===== src/rtl/reg_banco_sb.sv =====
// Register file with two combinational read ports, one write port and a per-register load scoreboard.
// Latency: reads 0 cycles, writes/reservations visible after the edge; backpressure: none (decode stalls on busyA/busyB).
// Optional write-first forwarding on the read ports: define REG_BANCO_BYPASS_EN.
module reg_banco_sb #(
  parameter int WIDTH    = 64,
  parameter int DEPTH    = 32,
  parameter int ZERO_REG = 1,
  localparam int AW      = $clog2(DEPTH)
) (
  input  logic             clk,
  input  logic             rst_n,
  input  logic [AW-1:0]    Ra,
  input  logic [AW-1:0]    Rb,
  input  logic [AW-1:0]    Rw,
  input  logic             WE_Reg,
  input  logic [WIDTH-1:0] dIN,
  input  logic [AW-1:0]    Rr,
  input  logic             RE_Res,
  output logic [WIDTH-1:0] doutA,
  output logic [WIDTH-1:0] doutB,
  output logic             busyA,
  output logic             busyB,
  output logic [AW:0]      pend_cnt
);

  logic [WIDTH-1:0] r_regs [DEPTH];
  logic [DEPTH-1:0] r_busy;
  logic [AW:0]      r_pend_cnt;

  logic             w_we_eff;
  logic             w_re_eff;
  logic             w_set;
  logic             w_clr;
  logic [DEPTH-1:0] w_busy_nxt;
  logic             w_fwd_a;
  logic             w_fwd_b;

  assign w_we_eff = WE_Reg && !((ZERO_REG != 0) && (Rw == '0));
  assign w_re_eff = RE_Res && !((ZERO_REG != 0) && (Rr == '0));

  // Count moves only on real busy transitions; a same-address write+reserve nets to "stays/becomes busy".
  assign w_set = w_re_eff && !r_busy[Rr];
  assign w_clr = w_we_eff && r_busy[Rw] && !(w_re_eff && (Rr == Rw));

  always_comb begin
    w_busy_nxt = r_busy;
    if (w_we_eff) w_busy_nxt[Rw] = 1'b0;
    if (w_re_eff) w_busy_nxt[Rr] = 1'b1;
  end

  always_ff @(posedge clk or negedge rst_n) begin
    if (!rst_n) begin
      for (int i = 0; i < DEPTH; i++) r_regs[i] <= '0;
    end else if (w_we_eff) begin
      r_regs[Rw] <= dIN;
    end
  end

  always_ff @(posedge clk or negedge rst_n) begin
    if (!rst_n) begin
      r_busy     <= '0;
      r_pend_cnt <= '0;
    end else begin
      r_busy     <= w_busy_nxt;
      r_pend_cnt <= r_pend_cnt + (AW+1)'(w_set) - (AW+1)'(w_clr);
    end
  end

`ifdef REG_BANCO_BYPASS_EN
  assign w_fwd_a = rst_n && w_we_eff && (Ra == Rw);
  assign w_fwd_b = rst_n && w_we_eff && (Rb == Rw);
`else
  assign w_fwd_a = 1'b0;
  assign w_fwd_b = 1'b0;
`endif

  always_comb begin
    doutA = r_regs[Ra];
    busyA = r_busy[Ra];
    if ((ZERO_REG != 0) && (Ra == '0)) begin
      doutA = '0;
      busyA = 1'b0;
    end
    if (w_fwd_a) begin
      doutA = dIN;
      busyA = 1'b0;
    end
  end

  always_comb begin
    doutB = r_regs[Rb];
    busyB = r_busy[Rb];
    if ((ZERO_REG != 0) && (Rb == '0)) begin
      doutB = '0;
      busyB = 1'b0;
    end
    if (w_fwd_b) begin
      doutB = dIN;
      busyB = 1'b0;
    end
  end

  assign pend_cnt = r_pend_cnt;

endmodule


===== config.mk =====
export PLATFORM = sky130hd
export DESIGN_NAME = reg_banco_sb
export DESIGN_NICKNAME = d
export VERILOG_FILES = /design/src/rtl/reg_banco_sb.sv
export SDC_FILE = /design/constraint.sdc
export NUM_CORES = 2
export LEC_CHECK = 0
export ABC_AREA = 0
export BUFFER_PORTS_ARGS = -buffer_cell sky130_fd_sc_hd__clkbuf_2
export CORE_MARGIN = 4
export CORE_UTILIZATION = 60
export CTS_BUF_LIST = sky130_fd_sc_hd__clkbuf_4 sky130_fd_sc_hd__clkbuf_8 sky130_fd_sc_hd__clkbuf_16
export CTS_CLUSTER_DIAMETER = 50
export CTS_CLUSTER_SIZE = 16
export DETAILED_ROUTE_END_ITERATION = 16
export GPL_TIMING_DRIVEN = 0
export PLACE_DENSITY = 0.79
export SYNTH_ARGS = -nofsm -noshare
export SYNTH_HDL_FRONTEND = slang
export SYNTH_SLANG_ARGS = --single-unit

===== constraint.sdc =====
create_clock -name clk -period 6.7 [get_ports clk]
set_clock_uncertainty 0.15 [all_clocks]
set_input_delay 1.005 -clock clk [delete_from_list [all_inputs] [get_ports clk]]
set_output_delay 1.005 -clock clk [all_outputs]
set_load 0.01 [all_outputs]

## Yosys cells after proc, flatten, opt, wreduce, memory -nomap -nowiden

Cells that the tools add are included.

| word-level totals | value |
|---|---|
| register bits after elaboration | 2,086 |
| bits of input ports | 88 |
| output and inout port bits | 136 |
| logic and storage cells | 97 |

| cells by class | value |
|---|---|
| add/sub/neg operators | 2 |
| $lt $le $gt $ge | 10 |
| equal/unequal tests | 1 |
| mux-type cells | 27 |
| bitwise logic cells | 6 |
| reductions and logical operators | 17 |

Operators by type and width:

| operator | number |
|---|---|
| $bwmux W2048 | 1 |
| $bmux W64 S5 | 2 |
| $mux W64 | 7 |
| $demux W64 S5 | 1 |
| $mux W32 | 2 |
| $and A32 B32 Y32 | 1 |
| $not A32 Y32 | 1 |
| $or A32 B32 Y32 | 1 |
| $lt A5 B6 Y1 const B | 4 |
| $bmux W1 S5 | 4 |
| $logic_not A5 Y1 | 4 |
| $ge A6 B6 Y1 const B | 3 |
| $not A5 Y6 | 3 |
| $demux W1 S5 | 2 |
| $ge A5 B1 Y1 const B | 2 |
| $logic_and A1 B1 Y1 | 9 |
| $mux W1 | 8 |
| $add A6 B1 Y6 | 1 |
| $lt A6 B1 Y1 const B | 1 |
| $sub A6 B1 Y6 | 1 |
| $eq A5 B5 Y1 | 1 |
| $logic_not A1 Y1 | 4 |

## Logic depth before layout (Yosys ltp)

| logic depth | value |
|---|---|
| depth after elaboration | 9 |
| mapped depth | 13 |
| depth with buffers taken out | 11 |

## Worst setup path before layout

Ideal clock, no wire load.

| path | value |
|---|---|
| path kind | input -> output |
| from | input port Rb[1] |
| to | output port doutB[10] |
| arrival | 2.807 ns |
| data required time | 5.545 ns |
| path slack | 2.738 ns |
| cell stages on the path | 6 |
| buffers on the path | 3 |
| cell sequence | buf_2 buf_2 clkbuf_1 mux4_2 mux4_2 a21o_1 |

| between the ends | value |
|---|---|
| word-level cells in the longest chain between the ends | 5 |
| elaborated cells on any way between the ends | 6 |
| classes of those cells | mux (4); bitwise (1); reduce/logical (1) |

Ends and longest elaborated chain:

| item | line | text |
|---|---|---|
| start, declared | 13 | `input logic [AW-1:0] Rb,` |
| $not A5 Y6 (not written as such) | 91 | `doutB = r_regs[Rb];` |
| $bmux W64 S5 | 91 |  |
| $mux W64 (not written as such) (2 in a row) | 91 |  |
| $mux W64 * | 93 | `if ((ZERO_REG != 0) && (Rb == '0)) begin` |
| end, declared | 20 | `output logic [WIDTH-1:0] doutB,` |

Every way passes the cells marked *; elsewhere a longest branch is shown, timed or not. The select of a mux whose other input is x is not followed.

## Final worst setup path

| path | value |
|---|---|
| from | input port Ra[1] |
| to | output port doutA[30] |

| between the ends | value |
|---|---|
| word-level cells in the longest chain between the ends | 5 |
| elaborated cells on any way between the ends | 6 |
| classes of those cells | mux (4); bitwise (1); reduce/logical (1) |

Ends and longest elaborated chain:

| item | line | text |
|---|---|---|
| start, declared | 12 | `input logic [AW-1:0] Ra,` |
| $not A5 Y6 (not written as such) | 78 | `doutA = r_regs[Ra];` |
| $bmux W64 S5 | 78 |  |
| $mux W64 (not written as such) (2 in a row) | 78 |  |
| $mux W64 * | 80 | `if ((ZERO_REG != 0) && (Ra == '0)) begin` |
| end, declared | 19 | `output logic [WIDTH-1:0] doutA,` |

Marks and branches as above.

==> flow_metrics.tcl <==
set metrics [dict create \
    outcome "finished with violations" \
    violations "antenna violations, max-capacitance violations, max-slew violations, negative setup slack" \
    cts_setup_buffers 0 \
    layout_setup_ws_ps -259 \
    cts_buffer_depth 3 \
    antenna_left 1 \
    nNetsFinal 7541 \
    synthFlopType "dfrtp_1" \
    synth_area_per_cell_um2 15.9 \
    min_period_over_period_pct 104 \
    dp_cells 9708 \
    die_area_mm2 0.192 \
    yosys-top-cells-area "dfrtp_1 (47%), mux4_2 (22%), mux2_2 (20%)" \
    grt_start_max_net_pins 120 \
    crit_fanout 11 \
    crit_path_start_kind "input pin" \
    num_io_pins 224 \
    antenna_found_initial 56 \
    setup_viol 13 \
    syn2layout_area_growth_pct 11.4 \
    clk_latency_ps 890 \
    routed_wl_um 491000 \
    worst_pin_slew_ps 1780 \
    path_class "in2out" \
    slew_violations 303 \
    grt_pass1_vias 80336 \
    required_ps 5540 \
    rsz0062_at_grt "false" \
    n_fill_cell 12638 \
    drc 0 \
    grt-ovfl-total 0 \
    cts_made_buffers 195 \
    cts_resized 0 \
    fmax_mhz 144 \
    ys_ff_latch 2086 \
    synth_warnings 0 \
    dr.first_iter.drc_count 13650 \
    cts.sinks 2086 \
    cts-root-buf "clkbuf_16" \
    leakagePower_nw 54.3 \
    setup.worst_path.end_class "output pin" \
    max-vdd-ir-drop_v 0.000249 \
    drive_gt1_share_pct 55.3 \
    die_h_um 438 \
    num_rows 157 \
    cts.htree.levels 4 \
    viasPerCell 8.10 \
    routabilityCongestion 1.02 \
    wl_per_cell_um 48.4 \
    grt_pass1_wl_um 660000 \
    synth.distinct_cells 67 \
    maxCapViolations 32 \
    ys_seq_area_share_pct 47.0 \
    clk_pin_slew_ps 70 \
    cts_tree "built" \
    power-per-cell-area_mw_per_mm2 308 \
    arrival_ps 5800 \
    synth_edf_count 0 \
    portBuffers 213 \
    finalHoldViolations 0 \
    synth_area_mm2 0.111 \
    die_x_um 438 \
    netlist_instances 6982 \
    synthArstFlopShare_pct 100 \
    coreArea_mm2 0.183 \
    postCtsHoldBufs 1 \
    start_util_pct 60.5 \
    stdcell_count 10144 \
    min_period_ps 6960 \
    syn_nets 7077 \
    hold_class "in2reg" \
    utilization_pct 67.4 \
    dr.pass1.iters 9 \
    vias 82119 \
    synth_largest_area_cell "dfrtp_1" \
    track_usage_pct 51.2 \
    dpl.hpwl_um 319000 \
    synth_top_cell_area_share_pct 47.0 \
    relSlewSlack_pct -18.6 \
]
## area by class of cell
type,instances,area (um2),share of cell area [%]
multi-input combinational,4066,55000,44.5
sequential,2086,52200,42.2
clock buffer,225,5240,4.24
buffer,819,3950,3.19
tap,2464,3080,2.49
timing repair buffer,267,2240,1.82
clock inverter,133,1660,1.34
antenna,73,183,0.148
inverter,11,41.3,0.0334
## cell families (layout without fill, tap and decap cells)
family | after synthesis | count (layout) | share of synthesized area (%)
DFF | 2086 | 2086 | 47.0
xor gates and xnor gates | 9 | 9 | 0.0710
muxes | 3462 | 3462 | 46.0
other | 0 | 73 | 0
adders and majority gates | 7 | 7 | 0.0857
AOI/OAI and AO/OA | 376 | 376 | 2.36
buffers and inverters | 830 | 1455 | 3.48
and+or+nand+nor | 212 | 212 | 1.03
## routing by layer
layer	GRT usage [%]	vias up	wire, um
met5	2.97	-	777
met4	44.2	30	54500
met3	30.7	2586	85800
met2	65.7	8426	194000
met1	60.0	42872	156000
li1	-	28205	-
## stage by stage
stage	instance area, um2	hold slack [ps]	TNS (ps)	setup WS [ps]	total power [mW]
after floorplan	111000	275	0	2740	22.3
after global placement	115000	289	-	-46490	25.1
after detailed placement	116000	292	0	111	25.5
after CTS	123000	218	0	95.8	37.5
after global routing	123000	256	0	129	38.9
final	124000	233	-1300	-259	38.1
## flip-flops by register name (all words and copies together), names as in the netlist
| register | count |
|---|---|
| r_busy | 32 |
| r_regs | 2048 |
| pend_cnt | 6 |
## cell usage after synthesis, drive strengths merged (4+ instances only)
library cell,number
dfrtp,2086
mux2,2016
mux4,1106
clkbuf,431
buf,388
mux2i,340
o22ai,91
o21ai,70
nand2,59
a21o,57
nor2,34
a2bb2oi,30
or2,23
a21oi,19
o221ai,19
nor2b,17
a22oi,16
nor3,16
a22o,15
nand2b,13
inv,11
nand3,10
o22a,10
a211oi,8
nand4,8
o211ai,8
ha,6
nand3b,6
a32oi,5
nor3b,5
o2bb2ai,5
xor2,5
and3b,4
xnor2,4
## power breakdown
| part | internal, mW | switching, mW | leakage, nW | total, mW |
|---|---|---|---|---|
| Clock | 6.64 | 5.69 | 3.36 | 12.3 |
| Combinational | 4.84 | 4.04 | 24.2 | 8.88 |
| Sequential | 15.0 | 1.90 | 26.8 | 16.9 |
| Total | 26.5 | 11.6 | 54.3 | 38.1 |
## worst paths after layout
| check | start | to | slack (ps) | cells after the start |
|---|---|---|---|---|
| worst max-delay path | Ra[1] | doutA[30] | -260 | 9 |
| worst min-delay path | dIN[7] | r_regs[7] | 230 | 2 |
| worst max register to register | r_busy[7] | pend_cnt[4] | 3510 | 11 |
| worst min register to register | r_regs[2006] | r_regs[2006] | 320 | 1 |
| max in group asynchronous | rst_n | r_regs[486] | 2850 | 7 |
| min in group asynchronous | rst_n | pend_cnt[4] | 470 | 2 |
## worst max-delay path, cell delays in order
cell and delay [ps]:
buf_2 320, buf_2 360, buf_2 350, inv_2 630, buf_2 930, buf_2 1050, mux2i_1 310, o221ai_1 460
clkbuf_2 220
## placed cells by master (no fill, tap or decap), types with 11 or more instances in the layout
cell type | synthesis | layout
dfrtp_1 | 2086 | 2086
mux2_2 | 1995 | 1995
mux4_2 | 1106 | 1106
clkbuf_1 | 431 | 353
mux2i_1 | 340 | 340
clkbuf_2 | 0 | 293
buf_2 | 243 | 263
clkbuf_16 | 0 | 199
o22ai_1 | 91 | 91
buf_4 | 85 | 85
diode_2 | 0 | 73
nand2_1 | 59 | 59
a21o_1 | 57 | 57
o21ai_0 | 38 | 38
inv_6 | 0 | 32
a2bb2oi_1 | 30 | 30
o21ai_1 | 32 | 30
buf_16 | 0 | 27
buf_1 | 44 | 23
bufinv_16 | 0 | 23
nor2_1 | 22 | 21
mux2_1 | 21 | 21
clkinv_2 | 0 | 21
a21oi_1 | 19 | 19
o221ai_1 | 19 | 19
clkinvlp_4 | 0 | 19
clkinv_4 | 0 | 18
buf_6 | 15 | 16
a22oi_1 | 16 | 16
nor3_1 | 16 | 16
clkbuf_4 | 0 | 16
or2_2 | 15 | 15
nor2b_1 | 17 | 15
a22o_1 | 15 | 15
nand2b_1 | 13 | 13
buf_8 | 1 | 12
clkbuf_8 | 0 | 11
buf_12 | 0 | 11
No activity file was read; power rests on OpenSTA's default activity.
